<file path="config.mk">
export PLATFORM = sky130hd
export DESIGN_NAME = onehot_cmd_seq
export DESIGN_NICKNAME = d
export VERILOG_FILES = /design/src/rtl/onehot_pkg.sv /design/src/rtl/onehot_cmd_seq_chk.sv /design/src/rtl/onehot_cmd_seq_fifo.sv /design/src/rtl/onehot_cmd_seq.sv
export SDC_FILE = /design/constraint.sdc
export NUM_CORES = 1
export LEC_CHECK = 0
export BUFFER_PORTS_ARGS = -buffer_cell sky130_fd_sc_hd__buf_2
export CELL_PAD_IN_SITES_DETAIL_PLACEMENT = 0
export CELL_PAD_IN_SITES_GLOBAL_PLACEMENT = 2
export CORE_UTILIZATION = 35
export CTS_CLUSTER_SIZE = 25
export DETAILED_ROUTE_END_ITERATION = 16
export GPL_ROUTABILITY_DRIVEN = 0
export PLACE_DENSITY = 0.7
export SYNTH_ARGS = -nofsm -noshare
export SYNTH_HDL_FRONTEND = slang
export SYNTH_SLANG_ARGS = --single-unit
</file>
<file path="constraint.sdc">
create_clock -name clk -period 3.1 [get_ports clk]
set_clock_uncertainty 0.05 [all_clocks]
set_input_delay 0.465 -clock clk [delete_from_list [all_inputs] [get_ports clk]]
set_output_delay 0.465 -clock clk [all_outputs]
set_load 0.02 [all_outputs]
</file>
<file path="src/rtl/onehot_pkg.sv">
// Shared types and helpers for the one-hot command sequencer slice.
package onehot_pkg;

  localparam int CMD_W = 3;

  typedef enum logic [1:0] {
    IDLE  = 2'd0,
    ISSUE = 2'd1,
    GAP   = 2'd2
  } seq_state_e;

  localparam logic [CMD_W-1:0] CMD_NOP = 3'b000;
  localparam logic [CMD_W-1:0] CMD_ADV = 3'b001;
  localparam logic [CMD_W-1:0] CMD_BR  = 3'b010;
  localparam logic [CMD_W-1:0] CMD_EXT = 3'b100;

  // Vectors narrower than 64 bits are zero-extended by the caller.
  function automatic logic is_onehot(input logic [63:0] v);
    return (v != 64'd0) && ((v & (v - 64'd1)) == 64'd0);
  endfunction

endpackage

</file>
<file path="src/rtl/onehot_cmd_seq_chk.sv">
// Protocol checker bound into the sequencer; simulation-only properties.
module onehot_cmd_seq_chk
  import onehot_pkg::*;
#(
  parameter int DEPTH = 4,
  parameter int CW    = 3
) (
  input logic             clk,
  input logic             rst_n,
  input logic [1:0]       i_fsm,
  input logic [CMD_W-1:0] i_cmd,
  input logic             i_timeout_err,
  input logic [CW-1:0]    i_count,
  input logic             i_push,
  input logic             i_pop,
  input logic             i_full,
  input logic             i_empty
);

  a_cmd_only_in_issue: assert property (@(posedge clk) disable iff (!rst_n)
    (i_cmd != CMD_NOP) |-> (i_fsm == ISSUE));

  a_cmd_zero_after_issue: assert property (@(posedge clk) disable iff (!rst_n)
    ((i_fsm != ISSUE) && ($past(i_fsm) == ISSUE)) |-> (i_cmd == CMD_NOP));

  a_tmo_from_issue: assert property (@(posedge clk) disable iff (!rst_n)
    i_timeout_err |-> ($past(i_fsm) == ISSUE));

  a_count_bound: assert property (@(posedge clk) disable iff (!rst_n)
    (i_count <= CW'(DEPTH)));

  a_no_push_full: assert property (@(posedge clk) disable iff (!rst_n)
    !(i_push && i_full));

  a_no_pop_empty: assert property (@(posedge clk) disable iff (!rst_n)
    !(i_pop && i_empty));

endmodule

</file>
<file path="src/rtl/onehot_cmd_seq_fifo.sv">
// Command FIFO: power-of-two depth, registered count, head-of-queue read.
module cmd_fifo
  import onehot_pkg::*;
#(
  parameter int DEPTH = 4,
  parameter int WIDTH = CMD_W
) (
  input  logic                       clk,
  input  logic                       rst_n,
  input  logic                       i_push,
  input  logic [WIDTH-1:0]           i_wdata,
  input  logic                       i_pop,
  output logic                       o_full,
  output logic                       o_empty,
  output logic [$clog2(DEPTH):0]     o_count,
  output logic [WIDTH-1:0]           o_head
);

  localparam int AW = $clog2(DEPTH);

  logic [WIDTH-1:0] r_mem [DEPTH];
  logic [AW-1:0]    r_wr_ptr;
  logic [AW-1:0]    r_rd_ptr;
  logic [AW:0]      r_count;
  logic             w_do_push;
  logic             w_do_pop;

  // Requests are qualified here as a second line of defence against overflow/underflow.
  assign w_do_push = i_push && !o_full;
  assign w_do_pop  = i_pop && !o_empty;

  assign o_full  = (r_count == (AW+1)'(DEPTH));
  assign o_empty = (r_count == '0);
  assign o_count = r_count;
  assign o_head  = r_mem[r_rd_ptr];

  // Pointer and occupancy bookkeeping; pointers wrap naturally at DEPTH.
  always_ff @(posedge clk or negedge rst_n) begin
    if (!rst_n) begin
      r_wr_ptr <= '0;
      r_rd_ptr <= '0;
      r_count  <= '0;
    end else begin
      if (w_do_push) begin
        r_wr_ptr <= r_wr_ptr + AW'(1);
      end
      if (w_do_pop) begin
        r_rd_ptr <= r_rd_ptr + AW'(1);
      end
      case ({w_do_push, w_do_pop})
        2'b10:   r_count <= r_count + (AW+1)'(1);
        2'b01:   r_count <= r_count - (AW+1)'(1);
        default: r_count <= r_count;
      endcase
    end
  end

  // Storage array, cleared on reset so discarded commands cannot resurface.
  always_ff @(posedge clk or negedge rst_n) begin
    if (!rst_n) begin
      for (int i = 0; i < DEPTH; i++) begin
        r_mem[i] <= '0;
      end
    end else if (w_do_push) begin
      r_mem[r_wr_ptr] <= i_wdata;
    end else begin
      r_mem[r_wr_ptr] <= r_mem[r_wr_ptr];
    end
  end

endmodule

</file>
<file path="src/rtl/onehot_cmd_seq.sv">
// Sequencer feeding the one-hot state register: FIFO-buffered commands held
// until the state moves or a timeout expires, with an illegal-encoding monitor.
module onehot_cmd_seq
  import onehot_pkg::*;
#(
  parameter int N       = 6,
  parameter int DEPTH   = 4,
  parameter int TIMEOUT = 15
) (
  input  logic             clk,
  input  logic             rst_n,
  input  logic             i_req_valid,
  input  logic [CMD_W-1:0] i_req_cmd,
  output logic             o_req_ready,
  input  logic [N-1:0]     i_state,
  output logic [CMD_W-1:0] o_cmd,
  output logic             o_busy,
  output logic             o_timeout_err,
  output logic             o_illegal_state
);

  localparam int TW = $clog2(TIMEOUT + 1);
  localparam int CW = $clog2(DEPTH) + 1;

  seq_state_e       r_fsm;
  logic [CMD_W-1:0] r_cmd;
  logic [N-1:0]     r_snap;
  logic [TW-1:0]    r_timer;
  logic             r_timeout_err;
  logic             r_illegal;

  logic             w_push;
  logic             w_pop;
  logic             w_full;
  logic             w_empty;
  logic [CW-1:0]    w_count;
  logic [CMD_W-1:0] w_head;
  logic             w_changed;
  logic             w_expired;

  // Ready comes only from the registered count, so a same-cycle pop never frees a slot.
  assign o_req_ready = !w_full;
  assign w_push      = i_req_valid && !w_full;
  assign w_changed   = (i_state != r_snap);
  assign w_expired   = (r_timer == TW'(TIMEOUT - 1));
  assign w_pop       = (r_fsm == ISSUE) && (w_changed || w_expired);

  cmd_fifo #(
    .DEPTH (DEPTH),
    .WIDTH (CMD_W)
  ) u_fifo (
    .clk     (clk),
    .rst_n   (rst_n),
    .i_push  (w_push),
    .i_wdata (i_req_cmd),
    .i_pop   (w_pop),
    .o_full  (w_full),
    .o_empty (w_empty),
    .o_count (w_count),
    .o_head  (w_head)
  );

  // Issue FSM: a state change takes priority over timeout when both land together.
  always_ff @(posedge clk or negedge rst_n) begin
    if (!rst_n) begin
      r_fsm         <= IDLE;
      r_cmd         <= CMD_NOP;
      r_snap        <= '0;
      r_timer       <= '0;
      r_timeout_err <= 1'b0;
    end else begin
      r_timeout_err <= 1'b0;
      case (r_fsm)
        IDLE, GAP: begin
          if (!w_empty) begin
            r_fsm   <= ISSUE;
            r_cmd   <= w_head;
            r_snap  <= i_state;
            r_timer <= '0;
          end else begin
            r_fsm <= IDLE;
            r_cmd <= CMD_NOP;
          end
        end
        ISSUE: begin
          if (w_changed) begin
            r_fsm <= GAP;
            r_cmd <= CMD_NOP;
          end else if (w_expired) begin
            r_fsm         <= GAP;
            r_cmd         <= CMD_NOP;
            r_timeout_err <= 1'b1;
          end else begin
            r_timer <= r_timer + TW'(1);
          end
        end
        default: begin
          r_fsm <= IDLE;
          r_cmd <= CMD_NOP;
        end
      endcase
    end
  end

  // Encoding monitor runs every cycle regardless of what the sequencer is doing.
  always_ff @(posedge clk or negedge rst_n) begin
    if (!rst_n) begin
      r_illegal <= 1'b0;
    end else begin
      r_illegal <= !is_onehot(64'(i_state));
    end
  end

  assign o_cmd           = r_cmd;
  assign o_timeout_err   = r_timeout_err;
  assign o_illegal_state = r_illegal;
  assign o_busy          = (w_count != '0) || (r_fsm != IDLE);

  onehot_cmd_seq_chk #(
    .DEPTH (DEPTH),
    .CW    (CW)
  ) u_chk (
    .clk           (clk),
    .rst_n         (rst_n),
    .i_fsm         (r_fsm),
    .i_cmd         (r_cmd),
    .i_timeout_err (r_timeout_err),
    .i_count       (w_count),
    .i_push        (w_push),
    .i_pop         (w_pop),
    .i_full        (w_full),
    .i_empty       (w_empty)
  );

endmodule

</file>
**Yosys cells after proc, flatten, opt, wreduce, memory -nomap -nowiden**

Index checks and enable logic that the tools add are counted.

- Add/sub/neg operators: 6
- $lt $le $gt $ge: 3
- Eq/ne operators: 11
- Multiplexer cells: 27
- Bitwise gates (word level): 4
- Reductions and logical operators: 22

Operator list:

| cell | number |
|---|---|
| $and A6 B64 Y64 | 1 |
| $logic_not A64 Y1 | 1 |
| $bwmux W12 | 2 |
| $mux W3 | 8 |
| $bmux W3 S2 | 2 |
| $mux W12 | 1 |
| $mux W4 | 3 |
| $pmux W3 S2 | 2 |
| $pmux W4 S2 | 1 |
| $sub A6 B1 Y7 const B | 1 |
| $demux W3 S2 | 1 |
| $ge A3 B3 Y1 const B | 2 |
| $logic_and A1 B1 Y1 | 6 |
| $ne A2 B2 Y1 const B | 3 |
| $ne A6 B6 Y1 | 1 |
| $not A2 Y3 | 2 |
| $reduce_bool A2 Y1 | 3 |
| $reduce_bool A6 Y1 | 1 |
| $add A2 B1 Y2 const B | 2 |
| $add A4 B1 Y4 const B | 1 |
| $eq A2 B1 Y1 const B | 2 |
| $eq A2 B2 Y1 const B | 2 |
| $eq A4 B4 Y1 const B | 1 |
| $mux W1 | 4 |
| 16 further kinds | 20 |

- Register bits after elaboration: 36
- Input bits: 12
- Output and inout bits: 7
- Logic and storage cells: 86

**Longest topological paths before layout**

- Word-level depth: 7
- Depth in mapped cells: 10
- Depth with buffers taken out: 10

**Hierarchy**

A second synthesis with hierarchy kept.

- Cell total of the unflattened synthesis: 169
- Area, all modules: 1,909.3 um^2

By module, submodules not included:

| module | times used | cells each | area each (um^2) | sequential area each (um^2) |
|---|---|---|---|---|
| cmd_fifo | 1 | 84 | 1,016.0 | 475.5 |
| onehot_cmd_seq | 1 | 85 | 893.4 | 425.4 |

**Worst setup path before layout**

OpenSTA, ideal clock, no wires.

- Path kind: reg-to-reg
- Start point: register r_timer[0]
- End point: register u_fifo.r_count[1], in the netlist u_fifo.o_count[1]
- Setup time: 125 ps
- Arrival time: 2,267 ps
- Required time: 2,925 ps
- Path slack: 658 ps
- Cell stages (with the launch flop): 9
- Buffers on the path: 0
- Clock period less this slack: 2,442 ps
- Cell sequence: dfrtp_1 > inv_1 > ha_1 > nand3_1 > and3_1 > a211oi_1 > ha_1 > fa_1 > mux2_2

- Cells in the longest elaborated chain, start to end: 6
- Elaborated cells on any way between the ends: 8
- Those cells by class: eq/ne (3); mux (1); reduce/logical (4)

RTL lines:

| element | RTL line | RTL |
|---|---|---|
| start: declaration | onehot_cmd_seq.sv:28 | `logic [TW-1:0] r_timer;` |
| start signal: assignment | onehot_cmd_seq.sv:94 | `r_timer <= r_timer + TW'(1);` |
| $eq A4 B4 Y1 * | onehot_cmd_seq.sv:45 | `assign w_expired = (r_timer == TW'(TIMEOUT - 1));` |
| $logic_or A1 B1 Y1 * | onehot_cmd_seq.sv:46 | `assign w_pop = (r_fsm == ISSUE) && (w_changed \|\| w_expired);` |
| $logic_and A1 B1 Y1 * | onehot_cmd_seq.sv:46 |  |
| $logic_and A1 B1 Y1 * | onehot_cmd_seq_fifo.sv:30 | `assign w_do_pop = i_pop && !o_empty;` |
| named net u_fifo.w_do_pop | onehot_cmd_seq_fifo.sv:26 | `logic w_do_pop;` |
| $eq A2 B1 Y1 / $eq A2 B2 Y1 (equally long branches) | onehot_cmd_seq_fifo.sv:50 | `case ({w_do_push, w_do_pop})` |
| $pmux W3 S2 / $reduce_bool A2 Y1 (equally long branches) | -- |  |
| end signal: assignment | onehot_cmd_seq_fifo.sv:51 | `2'b10: r_count <= r_count + (AW+1)'(1);` |
| end signal: assignment | onehot_cmd_seq_fifo.sv:52 | `2'b01: r_count <= r_count - (AW+1)'(1);` |
| end signal: assignment | onehot_cmd_seq_fifo.sv:53 | `default: r_count <= r_count;` |
| end: declaration | onehot_cmd_seq_fifo.sv:24 | `logic [AW:0] r_count;` |

The timed path passes the listed nets; every way through them passes the cells marked *.
A chain may end at the register's enable or synchronous reset.

**Final worst setup path**

Same ends and word-level chain as after synthesis.

==> flow_summary_export.csv <==
group,metric,value,unit
setup_path,path_cells,"inv_1, ha_1, nand3_1, and3_1, a211oi_1, ha_1, fa_1, mux2_2",
clock_tree,cts.sinks,36,
setup_path,rr_worst_depth,8,
clock_tree,clk_pin_slew_worst_paths,0.07,ns
power_and_ir_drop,p_leak,0.910,nW
sta,max-slew-margin-rel,33.6,%
clock_tree,htree_levels,2,
grt,overflow,0,
synthesis,yosys.area.top_type,"dfrtp_1",
synthesis,ys_ff_latch,36,
synthesis,netlist_instances,151,
clock_tree,max-clock-path-buffers,2,
setup_path,r2r-start,"r_timer[0]$_DFFE_PN0P_",
synthesis,seq_area_frac_synth,49.3,%
sta,fmax,372,MHz
layout,mostFrequentLayoutCells,"dfrtp_1, buf_2, nor2_1",
power_and_ir_drop,p_per_area,993,mW/mm2
clock_tree,cts_setup_buffers,0,
clock_tree,cts_hold_buf,0,
detailed_routing,antenna_left,0,
detailed_routing,first_pass_iters,4,
setup_path,crit_top_cell,"ha_1",
grt,use_met2,25.5,%
clock_tree,cts_resized,0,
sta,setup_slack,0.414,ns
sta,tightest_slew,0.993,ns
synthesis,async_reset_ff_share,100,%
grt,antenna_found_initial,0,
layout,area_delta_synth_final,13.4,%
layout,final_common_cell,"dfrtp_1",
setup_path,crit_family,"adder cells",
detailed_routing,drtIter0Drc,54,
synthesis,syn-num-nets,171,
detailed_routing,routed_wl,3.46,mm
synthesis,synth_area_leaders,"dfrtp_1, mux4_2, mux2_2",
clock_tree,cts_buffers,5,
detailed_routing,wl_per_cell,14.4,um
setup_path,startpoint,"r_timer[0]$_DFFE_PN0P_",
synthesis,synth_edf_count,0,
grt,grt_util_met3,3.79,%
setup_path,crit_slowest_cell,"a211oi_1",
synthesis,synthFlopType,"dfrtp_1",
run,drv_cap,0,
placement,hpwl,2.55,mm
die,rows,25,
detailed_routing,vias_per_cell,4.85,
run_status,status,"finished, final reports clean",
die,start_util,37.4,%
layout,layout.cells.non_filler,241,
layout,fin_nets,193,
grt,grt_max_degree,37,
synthesis,syn_avg_cell_area,12.1,um2
setup_path,critPathLaunchType,"flop",
placement,portBuffers,18,
grt,met1_usage,17.8,%
sta,final-hold-violation-count,0,
power_and_ir_drop,totalPowerFinal,2.06,mW
setup_path,cp.depth,8,
setup_path,arrival,2.81,ns
setup_path,critPathRequiredTime,3.23,ns
worst_hold_path,min_path_type,"primary input to asynchronous set/reset pin",
synthesis,ys.warnings.count,0,
setup_path,r2r_slack,0.41,ns
die,die_w,74.2,um
placement,placed_cells,233,
sta,fin_crit,2.69,ns
detailed_routing,dr_total_vias,1169,
die,pin_count,19,
layout,drive_gt1_share,24.1,%
grt,first_global_vias,1231,
layout,diodes,0,
setup_path,end_kind,"flop",
placement,placed_area,0.00198,mm2
sta,rsz0062_at_grt,"no",
clock_tree,cts_tree,"done",
sta,maxSlewViolCount,0,
grt,grt_first_pass_wirelength,5.99,mm
sta,setup_viol,0,
setup_path,critPathKind,"flop to flop",
synthesis,syn-cell-area,0.00183,mm2
synthesis,synth_top_area_share,49.3,%
setup_path,worst-path-max-fanout,6,
layout,finalInstanceArea,0.00207,mm2
setup_path,crit_buf_inv,1,
detailed_routing,drc_errors,0,
sta,tns,0,ns
setup_path,worstReg2RegEnd,"u_fifo.o_count[1]$_DFFE_PN0P_",
placement,pre_cts_ws,0.387,ns
grt,grt_util_all_layers,14.8,%
sta,fin_crit_sh,86.6,%
power_and_ir_drop,vdd_ir_drop_max,0.000412,V
synthesis,ys_types,37,
clock_tree,clkLatencyLatePin,0.29,ns
die,core,0.00488,mm2
die,die_height,74.2,um
clock_tree,clockRootBuffer,"clkbuf_8",
setup_path,cp_slowest_stage_delay,0.48,ns
grt,grt-busiest-layer,"met2",
setup_path,endpoint,"u_fifo.o_count[1]$_DFFE_PN0P_",
die,die_area,0.00551,mm2
[registers in the layout, indices dropped and copies added, names as in the netlist]
| signal | flops |
|---|---|
| o_cmd | 3 |
| o_illegal_state | 1 |
| u_fifo.o_count | 3 |
| r_fsm | 2 |
| o_timeout_err | 1 |
| r_snap | 6 |
| u_fifo.r_mem | 12 |
| u_fifo.r_rd_ptr | 2 |
| r_timer | 4 |
| u_fifo.r_wr_ptr | 2 |
[metal layers]
metal	vias up	routed length, um
li1	582	-
met4	0	61
met2	16	1720
met3	6	115
met1	565	1560
met5	-	0
[worst min-delay path by stage]
stage | start | end | slack (ns) | cells past startpoint
finish | rst_n | r_snap[5]$_DFFE_PN0P_ | 0.22 | 1
global route | rst_n | o_illegal_state$_DFF_PN0_ | 0.28 | 1
CTS | rst_n | o_illegal_state$_DFF_PN0_ | 0.24 | 1
detailed placement | r_timer[3]$_DFFE_PN0P_ | r_timer[3]$_DFFE_PN0P_ | 0.44 | 1
global placement | u_fifo.o_count[2]$_DFFE_PN0P_ | u_fifo.o_count[2]$_DFFE_PN0P_ | 0.44 | 1
floorplan | rst_n | o_cmd[0]$_DFFE_PN0P_ | 0.12 | 0
[where the power goes]
part / internal (mW) / switching (mW) / total (mW)
logic: 0.437 / 0.421 / 0.858
registers: 0.666 / 0.189 / 0.855
clock network: 0.181 / 0.162 / 0.343
[worst reg2reg max path, stage by stage (launching register included)]
cell      delay [ns]
dfrtp_1         0.42
inv_1           0.07
ha_1            0.14
nand3_1         0.18
and3_1          0.28
a211oi_1        0.48
ha_1            0.29
fa_1            0.42
mux2_2          0.26
[through the flow]
stage	hold slack (ns)	util (%)
floorplan	0.119	-
global placement	0.435	40.6
detailed placement	0.445	40.6
CTS	0.237	42.4
global route	0.283	42.4
finish	0.220	42.4
[synthesized netlist by cell type (2+ instances only)]
cell type and number:
xor2_1 7, nand3_1 3, nand2_1 6, ha_1 7, clkbuf_1 2, inv_1 4, mux2i_1 7, mux2_2 8
o21ai_0 3, mux4_2 6, a21oi_1 14, a22o_1 3, dfrtp_1 36, nor2_1 17, xnor2_1 6
[final cells by class]
class	count	area [um2]
sequential	36	901
tap	67	83.8
fill	483	2810
timing repair buffer	18	90.1
multi-input combinational	108	891
clock buffer	8	90.1
inverter	4	15.0
[kinds of logic (layout without fill, tap and decap cells)]
kind of cell / count (synthesis) / in the layout / synth area share (%)
and+or+nand+nor: 38 / 38 / 11.0
DFF: 36 / 36 / 49.3
AOI/OAI and AO/OA: 28 / 28 / 9.46
muxes: 21 / 21 / 16.2
xor gates and xnor gates: 13 / 13 / 6.24
adders and majority gates: 8 / 8 / 5.89
buffers and inverters: 7 / 30 / 1.85
Note: power is estimated with default switching activity, not from simulation.
